[config.mk]
export PLATFORM = sky130hd
export DESIGN_NAME = ysyx_24080014_mem_arbiter
export DESIGN_NICKNAME = d
export VERILOG_FILES = /design/src/rtl/ysyx_24080014_pkg.sv /design/src/rtl/ysyx_24080014_rr_sel.sv /design/src/rtl/ysyx_24080014_mem_arbiter.sv
export SDC_FILE = /design/constraint.sdc
export NUM_CORES = 1
export LEC_CHECK = 0
export CORE_AREA = 5 5 103 105
export DETAILED_ROUTE_END_ITERATION = 7
export DIE_AREA = 0 0 108 110
export GPL_ROUTABILITY_DRIVEN = 1
export SYNTH_ARGS = -nofsm -noshare
export SYNTH_HDL_FRONTEND = slang
export SYNTH_SLANG_ARGS = --single-unit
[constraint.sdc]
create_clock -name clk -period 2 [get_ports clk]
set_input_delay 0.6 -clock clk [delete_from_list [all_inputs] [get_ports clk]]
set_output_delay 0.6 -clock clk [all_outputs]
set_load 0.005 [all_outputs]
[src/rtl/ysyx_24080014_pkg.sv]
// ----------------------------------------------------------------------------
// ysyx_24080014_pkg
// Shared definitions for the IFU/LSU memory arbiter: bus widths, arbiter FSM
// state encoding and the requester ID encoding used by the round-robin picker.
// ----------------------------------------------------------------------------
package ysyx_24080014_pkg;

    localparam int ADDR_W = 32;
    localparam int DATA_W = 32;
    localparam int MASK_W = 4;

    typedef enum logic [2:0] {
        ST_IDLE     = 3'd0,
        ST_REQ_IFU  = 3'd1,
        ST_REQ_LSU  = 3'd2,
        ST_WAIT_IFU = 3'd3,
        ST_WAIT_LSU = 3'd4
    } state_e;

    typedef enum logic {
        ID_IFU = 1'b0,
        ID_LSU = 1'b1
    } req_id_e;

endpackage

[src/rtl/ysyx_24080014_rr_sel.sv]
// ----------------------------------------------------------------------------
// ysyx_24080014_rr_sel
// Two-way round-robin picker. On a tie the requester that did not win last
// time is chosen; otherwise the single valid requester wins.
// Ports:
//   i_ifu_valid   fetch request pending
//   i_lsu_valid   load/store request pending
//   i_last_grant  requester granted most recently
//   o_grant       chosen requester (meaningless when neither is valid)
// ----------------------------------------------------------------------------
module ysyx_24080014_rr_sel
    import ysyx_24080014_pkg::*;
(
    input  logic    i_ifu_valid,
    input  logic    i_lsu_valid,
    input  req_id_e i_last_grant,
    output req_id_e o_grant
);

    always_comb begin
        // NOTE: every combinational output gets a value on every path so no latch is inferred.
        o_grant = ID_LSU;
        if (i_ifu_valid && i_lsu_valid) begin
            if (i_last_grant == ID_IFU) begin
                o_grant = ID_LSU;
            end else begin
                o_grant = ID_IFU;
            end
        end else if (i_ifu_valid) begin
            o_grant = ID_IFU;
        end
    end

endmodule

[src/rtl/ysyx_24080014_mem_arbiter.sv]
// ----------------------------------------------------------------------------
// ysyx_24080014_mem_arbiter
// Shares one memory port between the instruction fetch unit (IFU) and the
// load/store unit (LSU). At most one transaction is in flight; ties are broken
// round-robin. Request fields and response data pass through combinationally
// while the owning requester's transaction is in the matching state.
// Ports:
//   clk, rst              clock, synchronous active-high reset
//   ifu_req_*             fetch request (valid/addr in, ready out)
//   ifu_resp_*            fetch response (valid pulse, rdata)
//   lsu_req_*             load/store request (valid/wen/addr/wdata/wmask in, ready out)
//   lsu_resp_*            load/store response (valid pulse, rdata)
//   mem_req_*             shared memory request (valid/wen/addr/wdata/wmask out, ready in)
//   mem_resp_*            memory response (valid, rdata in; no backpressure)
// ----------------------------------------------------------------------------
module ysyx_24080014_mem_arbiter
    import ysyx_24080014_pkg::*;
(
    input  logic              clk,
    input  logic              rst,

    input  logic              ifu_req_valid,
    input  logic [ADDR_W-1:0] ifu_req_addr,
    output logic              ifu_req_ready,
    output logic              ifu_resp_valid,
    output logic [DATA_W-1:0] ifu_resp_rdata,

    input  logic              lsu_req_valid,
    input  logic              lsu_req_wen,
    input  logic [ADDR_W-1:0] lsu_req_addr,
    input  logic [DATA_W-1:0] lsu_req_wdata,
    input  logic [MASK_W-1:0] lsu_req_wmask,
    output logic              lsu_req_ready,
    output logic              lsu_resp_valid,
    output logic [DATA_W-1:0] lsu_resp_rdata,

    output logic              mem_req_valid,
    output logic              mem_req_wen,
    output logic [ADDR_W-1:0] mem_req_addr,
    output logic [DATA_W-1:0] mem_req_wdata,
    output logic [MASK_W-1:0] mem_req_wmask,
    input  logic              mem_req_ready,
    input  logic              mem_resp_valid,
    input  logic [DATA_W-1:0] mem_resp_rdata
);

    state_e  r_state;
    req_id_e r_last_grant;
    req_id_e w_grant;

    ysyx_24080014_rr_sel u_rr_sel (
        .i_ifu_valid  (ifu_req_valid),
        .i_lsu_valid  (lsu_req_valid),
        .i_last_grant (r_last_grant),
        .o_grant      (w_grant)
    );

    // Arbitration happens only in IDLE; once a requester owns the port it
    // keeps it through the request and response phases.
    always_ff @(posedge clk) begin
        // NOTE: state registers use non-blocking assignments so every flop samples pre-edge values.
        if (rst) begin
            r_state      <= ST_IDLE;
            r_last_grant <= ID_LSU;
        end else begin
            unique case (r_state)
                ST_IDLE: begin
                    if (ifu_req_valid || lsu_req_valid) begin
                        r_last_grant <= w_grant;
                        r_state      <= (w_grant == ID_IFU) ? ST_REQ_IFU : ST_REQ_LSU;
                    end
                end
                ST_REQ_IFU: begin
                    if (mem_req_ready) r_state <= ST_WAIT_IFU;
                end
                ST_REQ_LSU: begin
                    if (mem_req_ready) r_state <= ST_WAIT_LSU;
                end
                ST_WAIT_IFU: begin
                    if (mem_resp_valid) r_state <= ST_IDLE;
                end
                ST_WAIT_LSU: begin
                    if (mem_resp_valid) r_state <= ST_IDLE;
                end
                default: r_state <= ST_IDLE;
            endcase
        end
    end

    // Output decode. Everything is forced quiet while rst is high so that an
    // abandoned transaction cannot leak a handshake or response during reset.
    always_comb begin
        mem_req_valid  = 1'b0;
        mem_req_wen    = 1'b0;
        mem_req_addr   = '0;
        mem_req_wdata  = '0;
        mem_req_wmask  = '0;
        ifu_req_ready  = 1'b0;
        lsu_req_ready  = 1'b0;
        ifu_resp_valid = 1'b0;
        ifu_resp_rdata = '0;
        lsu_resp_valid = 1'b0;
        lsu_resp_rdata = '0;
        if (!rst) begin
            unique case (r_state)
                ST_REQ_IFU: begin
                    mem_req_valid = 1'b1;
                    mem_req_addr  = ifu_req_addr;
                    ifu_req_ready = mem_req_ready;
                end
                ST_REQ_LSU: begin
                    mem_req_valid = 1'b1;
                    mem_req_wen   = lsu_req_wen;
                    mem_req_addr  = lsu_req_addr;
                    mem_req_wdata = lsu_req_wdata;
                    mem_req_wmask = lsu_req_wmask;
                    lsu_req_ready = mem_req_ready;
                end
                ST_WAIT_IFU: begin
                    ifu_resp_valid = mem_resp_valid;
                    ifu_resp_rdata = mem_resp_rdata;
                end
                ST_WAIT_LSU: begin
                    lsu_resp_valid = mem_resp_valid;
                    lsu_resp_rdata = mem_resp_rdata;
                end
                default: ;
            endcase
        end
    end

endmodule

* Word level (Yosys, flattened, before mapping)
Index checks and enable logic that the tools add are counted.
** Cells by class
- Equal/unequal tests :: 8
- Multiplexer cells :: 31
- Reduce and logical (&&, ||, !) cells :: 7
** Operators with widths (count)
- two-way mux 32 bit :: 7
- case mux 32 bit (2 select lines) :: 1
- two-way mux 1 bit :: 15
- two-way mux 3 bit :: 4
- case mux 3 bit (4 select lines) :: 1
- two-way mux 4 bit :: 2
- == test 3 x 2 -> 1 bit, second input constant :: 2
- != test 2 bit, second input constant :: 3
- AND reduction 4 bit :: 1
- OR reduction 2 bit :: 2
- == test 3 x 1 -> 1 bit, second input constant :: 1
- == test 3 bit, second input constant :: 1
- logical NOT 3 bit :: 1
- two-way mux 2 bit :: 1
- != test 2 x 1 -> 1 bit, second input constant :: 1
- AND reduction 2 bit :: 1
- logical AND 1 bit :: 1
- logical OR 1 bit :: 1
** Storage, ports and cells
- Register bits :: 4
- Input port bits :: 139
- Output and inout port bits :: 138
- Word-level logic and storage cells :: 48

* Depth between registers and ports, before layout
- Depth after elaboration :: 5
- Gate-level depth with buffers :: 5
- Mapped depth without buffers :: 3

* Cells and area by module
A second synthesis with hierarchy kept.
** Second synthesis, totals
- Cells, all modules :: 227
- Area, all modules :: 1398.8 um^2
** By module, submodules not included
- ysyx_24080014_mem_arbiter :: times used 1, cells each 225, area each 1386.3 um^2, sequential area each 80.1 um^2
- ysyx_24080014_rr_sel :: times used 1, cells each 2, area each 12.5 um^2, sequential area each 0.0 um^2

* Worst setup path after synthesis
Ideal clock, no wire load.
- Kind :: in2out
- Start :: in rst
- End :: out mem_req_addr[18]
- Arrival :: 1.350 ns
- Required time :: 1.400 ns
- Setup slack :: 0.050 ns
- Stages :: 4
- Path buffers :: 2
- Path through :: nor4b_4 buf_6 buf_6 a22o_1
** On the way
- Longest elaborated chain between the ends :: 1
** Ends and longest elaborated chain
- start: declaration :: line ysyx_24080014_mem_arbiter.sv:20 : input logic rst,
- two-way mux 32 bit :: line ysyx_24080014_mem_arbiter.sv:104 : if (!rst) begin
- end: declaration :: line ysyx_24080014_mem_arbiter.sv:39 : output logic [ADDR_W-1:0] mem_req_addr,
No other way between the ends.

* Final worst setup path
- Start :: in rst
- End :: out mem_req_wdata[16]
** On the way
- Longest elaborated chain between the ends :: 1
** Ends and longest elaborated chain
- two-way mux 32 bit :: line ysyx_24080014_mem_arbiter.sv:104
- end: declaration :: line ysyx_24080014_mem_arbiter.sv:40 : output logic [DATA_W-1:0] mem_req_wdata,
No other way between the ends.

==> results.tsv <==
metric	value	unit
clk_pin_slew	0.03	ns
arrival	1.81	ns
seqPwrFrac	6.7	%
synth_edf_count	0	
fin_skew	0.00233	ns
core-area	0.00955	mm²
yosys-top-cells-count	nor2_1 (67), and2_1 (39), nand2_1 (36)	
seqCellArea	88.8	µm²
num_rows	36	
fin_cells	708	
post-route-min-period	2.41	ns
wire_per_inst	18.9	µm
grt_pass1_wl	17600	µm
die_y	110	µm
clock_sinks	4	
numCtsBuffers	3	
synthCells	223	
fillers	872	
postSynthAreaPerCell	5.93	µm²
setup_ws	-0.409	ns
antenna_found_initial	0	
ant_nets	0	
p_comb_share	82.5	%
clockBufferDepth	2	
intPower	0.00108	W
r2r_start	r_state[1]	
portBuffers	276	
gp_congestion	0.849	
fin_crit_sh	120	%
maxCapViolCount	0	
rsz0062_at_grt	yes	
violations	setup timing	
worstMarginPinSlew	0.390	ns
vias	3036	
p_clk_share	10.8	%
drc	0	
outcome	finished, violations left	
io_pins	277	
ys.flop_type	dfxtp_1	
area_growth_syn_to_layout	323	%
power.density	292	mW/mm²
power.net_switching	0.000556	W
drv_slew	0	
start_util	13.8	%
viasPerCell	4.29	
drtIter0Drc	132	
cts_hold_buffers	0	
cts_max_level	1	
min_path_type	reg -> reg	
synth_top_area_share	21.2	%
seq_area_frac_synth	6.05	%
synth_warnings	0	
netlist-cell-type-count	27	
crit_type	in -> out	
synthArstFlopShare	0	%
cts_tree	built	
synth_top_area_cell	a22o_1	
timing.fmax	415	MHz
hold_start	r_last_grant	
worstSetupStartpointType	input pin	
clkLatencyLatePin	0.22	ns
multi_input_area	0.00168	mm²
antennaDiodeCount	0	
leakage	2.73	nW
grt_max_degree	18	
hold_viol	0	
crit_fanout	5	
crit_required	1.40	ns
synth_most_common_cell	nor2_1	
ir_worst_vdd	148	µV
drive_gt1_share	64.0	%
placed_cells	626	
slew_headroom	73.6	%
die_area	0.0119	mm²
cp-end-kind	output port	
routed_wl	13400	µm
grt-ovfl-total	0	
crit_start	rst	
syn_area	0.00132	mm²
finalNetCount	716	
grt_usage	19.5	%
root_buffer	clkbuf_8	
swShare	34.0	%
die_x	108	µm
synth.net_count	362	
first_pass_iters	4	
synth.area.top_cells	a22o_1 (21%), nor2_1 (19%), and2_1 (18%)	
ys_seq_elements	4	
p_total	0.00163	W
grt_pass1_vias	3036	
hpwl	8340	µm
setup_viol	136	
[metrics by stage]
stage	cell area, µm²	hold slack (ns)	TNS [ns]	setup slack, ns	utilization, %
final	5590	0.537	-28.36	-0.409	58.5
after global routing	5590	0.596	-34.43	-0.447	58.5
after CTS	4900	0.543	-26.47	-0.422	51.3
after detailed placement	4290	0.538	-131.34	-1.09	44.9
after global placement	4290	0.522	-127.79	-1.04	44.9
after floorplan	1320	0.503	0	0.0500	-
[power groups by stage]
stage	Combinational, W	Sequential [W]	Clock [W]
finish	0.00135	0.000110	0.000177
CTS	0.00118	0.000112	0.000183
floorplan	0.000302	0.000101	0
detailed placement	0.000886	0.000110	0
global route	0.00143	0.000112	0.000193
global placement	0.000883	0.000109	0
[registers in the layout, indices dropped and copies added (netlist names)]
register,flops
r_state,3
r_last_grant,1
[critical path: stages]
cell and delay, ns:
buf_8 0.11, nor4b_4 0.23, buf_4 0.17, buf_8 0.13, buf_16 0.12, buf_12 0.11, buf_8 0.11, and2_4 0.14
buf_6 0.09
[logic make-up after synthesis]
logic type      synth area share (%)
mux                             1.51
compound gates                  25.3
buf+inv                         11.4
flops                           6.06
xor+xnor                       0.662
simple gates                    55.2
[repair_timing]
action                                  4_1_cts  5_1_grt
pin swaps                                    52       75
endpoints found under the setup margin      138      133
gates resized for setup                     651      212
gates cloned                                 14        2
setup buffers                                45       27
[layout make-up]
class | instances | share of cell area [%]
Timing Repair Buffer | 371 | 64.5
Multi-Input combinational cell | 195 | 30.0
Tap cell | 133 | 2.98
Sequential cell | 4 | 1.59
Clock buffer | 3 | 0.739
Inverter | 2 | 0.269
[worst paths after layout]
kind | to | slack, ns | cells past startpoint
worst max register to register | r_state[2] | 0.56 | 7
worst min register to register | r_last_grant | 0.54 | 2
worst max-delay path | mem_req_wdata[16] | -0.41 | 9
worst min-delay path | r_last_grant | 0.54 | 2
[routing by layer]
layer	GRT usage [%]	share of wire [%]
met5	0	0
met3	6.52	10
met2	39.4	55
met1	18.8	32
met4	4.87	2.7
[layout by cell type, fill, tap and decap left out, types with 11 or more instances in the layout]
| master | netlist | final |
|---|---|---|
| a22o_1 | 32 | 32 |
| buf_12 | 0 | 16 |
| buf_4 | 1 | 23 |
| and2_4 | 0 | 32 |
| nor2_1 | 67 | 12 |
| buf_2 | 2 | 105 |
| buf_8 | 0 | 11 |
| nor2_4 | 0 | 18 |
| nand2_4 | 0 | 35 |
| clkdlybuf4s50_1 | 0 | 135 |
| nor2_2 | 0 | 37 |
| buf_6 | 7 | 69 |
Power figures use the tool's default switching activity.
